$ cat config.mk
export PLATFORM = sky130hd
export DESIGN_NAME = regfile_mp
export DESIGN_NICKNAME = d
export VERILOG_FILES = /design/src/rtl/regfile_mp.sv
export SDC_FILE = /design/constraint.sdc
export NUM_CORES = 1
export LEC_CHECK = 0
export BUFFER_PORTS_ARGS = -buffer_cell sky130_fd_sc_hd__buf_2
export CORE_ASPECT_RATIO = 2
export CORE_MARGIN = 4
export CORE_UTILIZATION = 43
export CTS_CLUSTER_DIAMETER = 200
export DETAILED_ROUTE_END_ITERATION = 8
export PLACE_DENSITY_LB_ADDON = 0.12
export SYNTH_ARGS = -nofsm -noshare
export SYNTH_HDL_FRONTEND = slang
export SYNTH_SLANG_ARGS = --single-unit
$ cat constraint.sdc
create_clock -name clk -period 6.35 [get_ports clk]
set_clock_uncertainty 0.1 [all_clocks]
set_input_delay 1.27 -clock clk [delete_from_list [all_inputs] [get_ports clk]]
set_output_delay 1.27 -clock clk [all_outputs]
set_load 0.05 [all_outputs]
$ cat src/rtl/regfile_mp.sv
// regfile_mp: multi-port register file, ALU + queued memory write-back, load scoreboard. Optional macro: REGFILE_BYPASS_EN.
// Latency: reads combinational; a write is visible the cycle after its commit edge (same cycle with REGFILE_BYPASS_EN).
// Backpressure: mem_ready low while the write-back queue is full; mem_we then is dropped and sets sticky wbq_ovf.
module regfile_mp #(
    parameter int DATA_W    = 32,
    parameter int ADDR_W    = 4,
    parameter int NUM_RD    = 2,
    parameter int WBQ_DEPTH = 2,
    parameter int ZERO_REG  = 0
) (
    input  logic                       clk,
    input  logic                       rst,
    input  logic [NUM_RD*ADDR_W-1:0]   raddr,
    output logic [NUM_RD*DATA_W-1:0]   rdata,
    output logic [NUM_RD-1:0]          rd_busy,
    input  logic                       alu_we,
    input  logic [ADDR_W-1:0]          alu_waddr,
    input  logic [DATA_W-1:0]          alu_wdata,
    input  logic                       mem_we,
    input  logic [ADDR_W-1:0]          mem_waddr,
    input  logic [DATA_W-1:0]          mem_wdata,
    output logic                       mem_ready,
    input  logic                       ld_issue,
    input  logic [ADDR_W-1:0]          ld_dest,
    output logic [(1<<ADDR_W)-1:0]     busy,
    output logic                       wbq_ovf
);
    localparam int DEPTH = 1 << ADDR_W;
    localparam int QW    = $clog2(WBQ_DEPTH);

    typedef struct packed {
        logic [ADDR_W-1:0] addr;
        logic [DATA_W-1:0] dat;
    } wbq_ent_t;

    logic [DATA_W-1:0] regs [DEPTH];
    wbq_ent_t          wbq  [WBQ_DEPTH];
    logic [QW-1:0]     rd_ptr, wr_ptr;
    logic [QW:0]       cnt;

    logic              q_empty, mem_acc, push, pop, set_en, arr_we;
    logic              wr_en, wr_mem;
    logic [ADDR_W-1:0] wr_addr;
    logic [DATA_W-1:0] wr_dat;

    assign q_empty   = (cnt == '0);
    assign mem_ready = (cnt != (QW+1)'(WBQ_DEPTH));
    assign mem_acc   = mem_we && mem_ready;
    assign pop       = !rst && !alu_we && !q_empty;
    // A load only bypasses the queue when nothing older is waiting in it.
    assign push      = !rst && mem_acc && (alu_we || !q_empty);
    assign set_en    = ld_issue && !((ZERO_REG != 0) && (ld_dest == '0));

    always_comb begin
        wr_en   = 1'b0;
        wr_mem  = 1'b0;
        wr_addr = '0;
        wr_dat  = '0;
        if (!rst) begin
            if (alu_we) begin
                wr_en   = 1'b1;
                wr_addr = alu_waddr;
                wr_dat  = alu_wdata;
            end else if (!q_empty) begin
                wr_en   = 1'b1;
                wr_mem  = 1'b1;
                wr_addr = wbq[rd_ptr].addr;
                wr_dat  = wbq[rd_ptr].dat;
            end else if (mem_we) begin
                wr_en   = 1'b1;
                wr_mem  = 1'b1;
                wr_addr = mem_waddr;
                wr_dat  = mem_wdata;
            end
        end
    end

    assign arr_we = wr_en && !((ZERO_REG != 0) && (wr_addr == '0));

    always_ff @(posedge clk) begin
        if (push) begin
            wbq[wr_ptr] <= '{addr: mem_waddr, dat: mem_wdata};
        end
    end

    always_ff @(posedge clk) begin
        if (rst) begin
            for (int r = 0; r < DEPTH; r++) begin
                regs[r] <= '0;
            end
            rd_ptr  <= '0;
            wr_ptr  <= '0;
            cnt     <= '0;
            busy    <= '0;
            wbq_ovf <= 1'b0;
        end else begin
            if (arr_we) begin
                regs[wr_addr] <= wr_dat;
            end
            if (push) begin
                wr_ptr <= wr_ptr + QW'(1);
            end
            if (pop) begin
                rd_ptr <= rd_ptr + QW'(1);
            end
            case ({push, pop})
                2'b10:   cnt <= cnt + (QW+1)'(1);
                2'b01:   cnt <= cnt - (QW+1)'(1);
                default: cnt <= cnt;
            endcase
            // Set is applied after clear so a same-cycle reissue keeps the register busy.
            if (wr_mem) begin
                busy[wr_addr] <= 1'b0;
            end
            if (set_en) begin
                busy[ld_dest] <= 1'b1;
            end
            if (mem_we && !mem_ready) begin
                wbq_ovf <= 1'b1;
            end
        end
    end

    for (genvar i = 0; i < NUM_RD; i++) begin : g_rd
        logic [ADDR_W-1:0] ra;
        logic [DATA_W-1:0] arr_dat;

        assign ra      = raddr[i*ADDR_W +: ADDR_W];
        assign arr_dat = ((ZERO_REG != 0) && (ra == '0)) ? '0 : regs[ra];
`ifdef REGFILE_BYPASS_EN
        logic clr_hit, set_hit;
        assign clr_hit = wr_mem && (wr_addr == ra);
        assign set_hit = set_en && (ld_dest == ra);
        assign rdata[i*DATA_W +: DATA_W] = (arr_we && (wr_addr == ra)) ? wr_dat : arr_dat;
        assign rd_busy[i] = clr_hit ? set_hit : busy[ra];
`else
        assign rdata[i*DATA_W +: DATA_W] = arr_dat;
        assign rd_busy[i] = busy[ra];
`endif
    end
endmodule

Word-level counts from Yosys, hierarchy flattened. Memory sizes are Yosys's and may differ from the RTL's. A register that Yosys moved wholly into a read port is not among the register bits. Index checks and enable logic that the tools add are counted.

Multiplexer cells: 38. Reductions and logical operators: 16. Add/subtract/negate cells: 4. Eq/ne operators: 3. Bitwise logic cells: 3. Magnitude comparators: 6.

Operators by type and width (count): $mux W32 (5); $mux W16 (3); $reduce_or A32 Y1 (1); $lt A4 B5 Y1 const B (4); $mux W1 (20); $mux W4 (5); $and A16 B16 Y16 (1); $not A16 Y16 (1); $or A16 B16 Y16 (1); $bmux W1 S4 (2); $demux W1 S4 (2); $ge A4 B1 Y1 const B (2); $logic_and A1 B1 Y1 (8); $logic_not A1 Y1 (4); $pmux W2 S2 (1); $add A1 B1 Y1 const B (2); $add A2 B1 Y2 const B (1); $eq A2 B1 Y1 const B (1); $eq A2 B2 Y1 const B (1); $logic_not A2 Y1 (1); $ne A2 B2 Y1 const B (1); $reduce_bool A2 Y1 (1); $sub A2 B1 Y2 const B (1); $logic_or A1 B1 Y1 (1).

RAM bits: 584. Bits in registers: 21. Output and inout bits: 84. Memories: 2. Logic and storage cells: 77. Bits of input ports: 89.

Memories: regs (depth 16, bits a word 32, read ports 2, clocked after Yosys merged registers in 0, wr ports 16, RTL line 36) `logic [DATA_W-1:0] regs [DEPTH];`; wbq (depth 2, bits a word 36, read ports 1, clocked after Yosys merged registers in 1, wr ports 1, RTL line 37) `wbq_ent_t wbq [WBQ_DEPTH];`.

Logic depth before layout (Yosys ltp). Gate-level depths: netlist (run 1).

Depth after elaboration: 14. Gate-level depth with buffers: 10. Mapped depth without buffers: 7.

Least setup slack after synthesis (run 1). No wires, ideal clock.

Kind: in2out. From: in raddr[0]. To: out rdata[0]. Stages: 5. Arrival time: 3.229 ns. Buffers on the path: 3. Required time: 4.980 ns. Path slack: 1.751 ns. Path through: clkbuf_1 -> clkbuf_1 -> buf_2 -> mux4_2 -> mux4_2.

Cells in the longest elaborated chain, start to end: 1.

RTL lines: start, declared (RTL line 13) `input logic [NUM_RD*ADDR_W-1:0] raddr,`; $mem_v2 Z16 W32; end, declared (RTL line 14) `output logic [NUM_RD*DATA_W-1:0] rdata,`.

Every way passes these cells.

Worst setup path in the final report (run 1).
From: in raddr[4]. To: out rdata[46].

Same word-level chain as after synthesis.

==> results of run 1 <==
[cell usage in the layout, fill, tap and decap left out, types with 7 or more instances in the layout]
cell / n
edfxtp_1: 584
nor2_1: 520
mux4_2: 330
buf_2: 168
o211ai_1: 81
buf_4: 69
clkbuf_16: 53
nand3_1: 33
nand2_1: 33
mux2i_1: 32
nand2_2: 21
dfxtp_1: 21
buf_12: 18
clkbuf_1: 13
clkinv_1: 11
nand3_2: 9
clkinv_2: 8
o21ai_0: 7
[power breakdown]
part           internal [W]  switching, W
Combinational      0.000533      0.000968
Clock               0.00170       0.00150
Sequential          0.00459     0.0000967
Total               0.00682       0.00256
[kinds of logic (layout without fill, tap and decap cells)]
| logic type | Yosys count | after routing | synth area share |
|---|---|---|---|
| simple gates | 640 | 640 | 0.0839 |
| flops | 606 | 606 | 0.599 |
| xor+xnor | 4 | 4 | 0.00117 |
| fa+ha+maj | 1 | 1 | 0.000417 |
| buf+inv | 197 | 359 | 0.0274 |
| mux | 366 | 366 | 0.260 |
| compound gates | 111 | 111 | 0.0281 |
[per-stage QoR]
step / total power [W] / hold WS, ns / cells / utilization
2_1_floorplan: 0.00573 / 0.381 / 1925 / -
3_3_place_gp: 0.00625 / 0.350 / 2888 / 0.468
3_5_place_dp: 0.00628 / 0.360 / 2888 / 0.468
4_1_cts: 0.00944 / 0.384 / 2984 / 0.491
5_1_grt: 0.00967 / 0.417 / 2984 / 0.491
6_report: 0.00939 / 0.379 / 2984 / 0.491
[registers in the layout, summed over array words and instances (netlist names), named ones only]
name and cells:
wbq 72, wr_ptr 1, cnt 2, regs 512, busy 16, wbq_ovf 1, rd_ptr 1
[synth_stat cells, types with 6 or more instances]
master    instances  area [um2]
edfxtp_1        584       17500
nor2_1          523        1960
mux4_2          330        7430
clkbuf_1        120         450
o211ai_1         81         608
buf_2            67         335
nand2_1          56         210
nand3_1          42         210
mux2i_1          32         320
dfxtp_1          22         440
o21ai_0           7        35.0
buf_1             6        22.5
[metal layers]
layer / wire [um] / global-route usage / vias to the layer above
met3: 6930 / 0.0387 / 162
li1: - / - / 7795
met5: 23 / 0 / -
met4: 2900 / 0.0705 / 4
met2: 51900 / 0.470 / 914
met1: 35500 / 0.324 / 9997
[how the worst min path moves through the flow]
stage / from / cells after the start / endpoint
floorplan: rd_ptr / 2 / flop
global placement: wbq_ovf / 2 / wbq_ovf
detailed placement: wbq_ovf / 2 / wbq_ovf
CTS: wbq_ovf / 2 / wbq_ovf
global route: wbq_ovf / 2 / wbq_ovf
finish: wbq_ovf / 2 / wbq_ovf
[area by class of cell]
cell class,count,area [um2]
clock buffers,66,1380
clock inverters,30,258
fillers,5881,35100
inverters,4,15.0
multi-input cells,1122,11300
flip-flops and latches,606,18000
well taps,897,1120
repair buffers,259,1770
[worst max-delay path, stage by stage]
cell and delay (ns):
buf_8 0.45, buf_4 0.47, mux4_2 0.56, mux4_2 0.50
buf_2 0.23
==> impl_metrics.toml, run 1 <==
[sta]
slew_violations = 0
rsz0062_at_grt = "false"
layout_setup_ws_ns = 1.37
clock.fmax_mhz = 201
fin_crit_ns = 4.98
tns_ns = 0
hold_viol = 0
finalCritPeriodShare = 0.785
setup_viol = 0
tightest_slew_ns = 1.26
slew_headroom = 0.156

[layout]
fin_area_mm2 = 0.0339
diodes = 0
nets = 2136
syn_to_final_growth_pct = 12.8
drive_gt1_frac = 0.339

[hold_path]
hp-class = "flop to flop"

[die]
io_pins = 173
core_area_mm2 = 0.0689
dieArea_mm2 = 0.0743
start_util = 0.435
die_h_um = 382
num_rows = 136
die_width_um = 195

[clock_tree]
clock_latency_ns = 0.61
cts_setup_buffers = 0
numCtsBuffers = 53
clk_path_buf_depth = 3
clkSinkCount = 606
cts_resized = 0
cts-root-buf = "clkbuf_16"
clk_pin_slew_worst_paths_ns = 0.07
h-tree-depth = 2
tritoncts = "done"
hold_buffers = 0

[synthesis]
seq_area_frac_synth = 0.599
synth_edf_count = 584
yosysUniqueCellTypes = 38
async_flop_share = 0
synthesis.nets = 2015
ys.flop_type = "edfxtp_1"
avgSynthCellArea_um2 = 15.6
ys.warnings.count = 0
synth-seq-cells = 606
netlist_instances = 1925
synth_area_mm2 = 0.0300

[detailed_routing]
detail_route.wl_per_cell_um = 32.6
viasPerCell = 6.32
num_vias = 18900
ant_nets = 0
first_pass_iters = 5
drtIter0Drc = 2127
drcViolationCount = 0
wirelength_um = 97300

[place]
place_area_mm2 = 0.0322
portBuffers = 172
dpl.hpwl_um = 55600
gp_congestion = 0.817
pre_cts_slack_ns = 1.32

[worst_setup_path]
criticalPathCategory = "input port to output pin"
cp.required_ns = 4.98
reg2reg_depth = 8
crit_start = "raddr[4]"
worst_ep_arrival_time_ns = 3.61
path_max_fanout = 51
worstSetupEndpoint = "rdata[46]"
worst_r2r_endpoint = "regs[15][6]"
endpoint_kind = "output pin"
start_kind = "input port"
r2r_setup_slack_ns = 2.09

[global_routing]
grt_max_degree = 69
antenna_found_initial = 2
grt_use_total = 0.259
first_global_vias = 19800
grt_pass1_wl_um = 140000
grt-ovfl-total = 0

[outcome]
outcome = "finished, final reports clean"

[run]
max-cap-violations = 0

[pwr]
irDropWorstVdd_mv = 0.240
powerDensity_mw_per_mm2 = 277
leakage_nw = 11.4
No activity file was read; power rests on OpenSTA's default activity.
==> inputs of run 2 (changes only) <==
--- a/config.mk
+++ b/config.mk
@@ -5,6 +5,7 @@
 export SDC_FILE = /design/constraint.sdc
 export NUM_CORES = 1
 export LEC_CHECK = 0
+export ABC_AREA = 1
 export BUFFER_PORTS_ARGS = -buffer_cell sky130_fd_sc_hd__buf_2
 export CORE_ASPECT_RATIO = 2
 export CORE_MARGIN = 4
==> constraint.sdc (replaced) <==
create_clock -name clk -period 4.5 [get_ports clk]
set_clock_uncertainty 0.1 [all_clocks]
set_input_delay 0.9 -clock clk [delete_from_list [all_inputs] [get_ports clk]]
set_output_delay 0.9 -clock clk [all_outputs]
set_load 0.05 [all_outputs]
==> impl_metrics.toml, run 2 <==
[run]
max-cap-violations = 0

[clock_tree]
clock_latency_ns = 0.63
clk_path_buf_depth = 3
cts_setup_buffers = 0
cts-root-buf = "clkbuf_16"
tritoncts = "done"
cts_resized = 0
h-tree-depth = 2
clk_pin_slew_worst_paths_ns = 0.06
hold_buffers = 0
clkSinkCount = 606
numCtsBuffers = 55

[worst_setup_path]
worst-path-stages = 7
cp_num_buf_inv = 3
slowest_stage = "buf_8"
crit_path_max_incr_delay_ns = 0.58
path_max_fanout = 112
criticalPathCategory = "input port to output pin"
endpoint_kind = "output pin"
worstPathCellList = "buf_8, buf_4, o21ai_0, a21oi_1, o221ai_1, nand2_1, buf_2"
reg2reg_depth = 10
cp.required_ns = 3.50
start_kind = "input port"
path_delay_family = "buffers and inverters"
worst_ep_arrival_time_ns = 2.83

[die]
num_rows = 142
core_area_mm2 = 0.0748
die_width_um = 202
die_h_um = 396
start_util = 0.432
dieArea_mm2 = 0.0799
io_pins = 173

[sta]
rsz0062_at_grt = "false"
finalCritPeriodShare = 0.850
hold_viol = 0
holdWs_ns = 0.346
slew_headroom = 0.233
setup_viol = 0
fin_crit_ns = 3.83
tns_ns = 0
tightest_slew_ns = 1.15
slew_violations = 0
clock.fmax_mhz = 261

[hold_path]
min_path_cells = 1
hp-class = "flop to flop"

[pwr]
leakage_nw = 13.6
seqPwrFrac = 0.474
power_w = 0.0139
powerDensity_mw_per_mm2 = 382
switching_share = 0.291
irDropWorstVdd_mv = 0.373
p_comb_frac = 0.168
netSwitchingPower_w = 0.00404
power.share.clock = 0.358
internal_power_w = 0.00986

[synthesis]
yosysTopAreaCell = "edfxtp_1"
synth_edf_count = 584
ys.warnings.count = 0
synth-seq-cells = 606
synth_area_mm2 = 0.0323
synth_top_area_share = 0.542
synthesis.nets = 3745
async_flop_share = 0
seq_area_frac_synth = 0.556
avgSynthCellArea_um2 = 8.85
netlist_instances = 3655
yosysUniqueCellTypes = 30
ys.flop_type = "edfxtp_1"
yosysMostFrequentCell = "nor2_1"
synth_commonest_cells = "nor2_1, edfxtp_1, a21oi_1"
synthTopCellsByArea = "edfxtp_1, nor2_1, a21oi_1, o21ai_0, nand2_1"

[layout]
nets = 3780
regMostFlops = "regs"
drive_gt1_frac = 0.127
num-fill-cells = 7031
post-route-util = 0.486
layout.area.seq_mm2 = 0.0180
fin_area_mm2 = 0.0364
mostFrequentLayoutCell = "nor2_1"
layout_common_cells = "nor2_1, edfxtp_1, a21oi_1"
multi_input_area_mm2 = 0.0118
reg.largest.list = "regs x512, wbq x72, busy x16"
largest_reg_flops = 512
syn_to_final_growth_pct = 12.5

[global_routing]
grt_use_total = 0.284
first_global_vias = 26900
antenna_found_initial = 3
grt_max_degree = 113
grt_pass1_wl_um = 172000
grt-ovfl-total = 0

[detailed_routing]
num_vias = 27800
first_pass_iters = 5
ant_nets = 0
wirelength_um = 117000
viasPerCell = 5.86
detail_route.wl_per_cell_um = 24.6
drtIter0Drc = 3066
drcViolationCount = 0

[place]
gp_congestion = 0.842
dpl.hpwl_um = 69500
portBuffers = 172
place_area_mm2 = 0.0345

[outcome]
outcome = "finished, final reports clean"
run 2: power groups by stage:
stage | sequential [W] | combinational, W | clock [W]
floorplan | 0.00669 | 0.00146 | 0
global placement | 0.00670 | 0.00232 | 0
detailed placement | 0.00671 | 0.00233 | 0
finish | 0.00659 | 0.00234 | 0.00497
CTS | 0.00659 | 0.00233 | 0.00504
global route | 0.00661 | 0.00251 | 0.00524
run 2: kinds of logic (layout without fill, tap and decap cells):
group / Yosys count / count (layout) / synth area share
AND/OR/NAND/NOR: 1329 / 1329 / 0.169
AO/OA/AOI/OAI: 1085 / 1085 / 0.194
buffers and inverters: 634 / 713 / 0.0808
flip-flops: 606 / 606 / 0.556
adder cells (fa/ha/maj): 1 / 1 / 0.000387
other: 0 / 1 / 0
run 2: worst paths after layout:
path	from	to	slack [ns]
hold reg to reg	rd_ptr	flop	0.35
hold / removal	rd_ptr	flop	0.35
setup reg to reg	flop	regs[9][30]	1.61
setup / recovery	raddr[0]	rdata[3]	0.67
run 2: routing by layer:
metal,GRT usage,share of wire,wire [um]
met1,0.357,0.38,44600
met2,0.487,0.49,57000
met3,0.0391,0.077,9010
met4,0.128,0.052,6120
met5,0,0.00027,31
run 2: worst reg2reg max path: stages, from the launching register on:
cell and delay, ns:
dfxtp_2 0.32, inv_2 0.53, nand2_1 0.17, inv_1 0.09, nor2_1 0.04, nor2_1 0.08, nor2_1 0.08, nor2_4 0.23
nand2_2 0.10, nand2_2 0.06, buf_4 0.66
run 2: cell type report:
| cell class | count | area share |
|---|---|---|
| inverters | 301 | 0.0312 |
| flip-flops and latches | 606 | 0.494 |
| repair buffers | 311 | 0.0645 |
| clock buffers | 66 | 0.0395 |
| well taps | 1008 | 0.0347 |
| diodes | 1 | 0.0000688 |
| clock inverters | 35 | 0.0111 |
| multi-input cells | 2415 | 0.325 |
run 2: stage by stage:
stage	cells	setup slack, ns
after CTS	4742	0.705
after global placement	4641	0.713
after detailed placement	4641	0.703
after floorplan	3655	0.658
after global routing	4742	0.535
final	4743	0.675
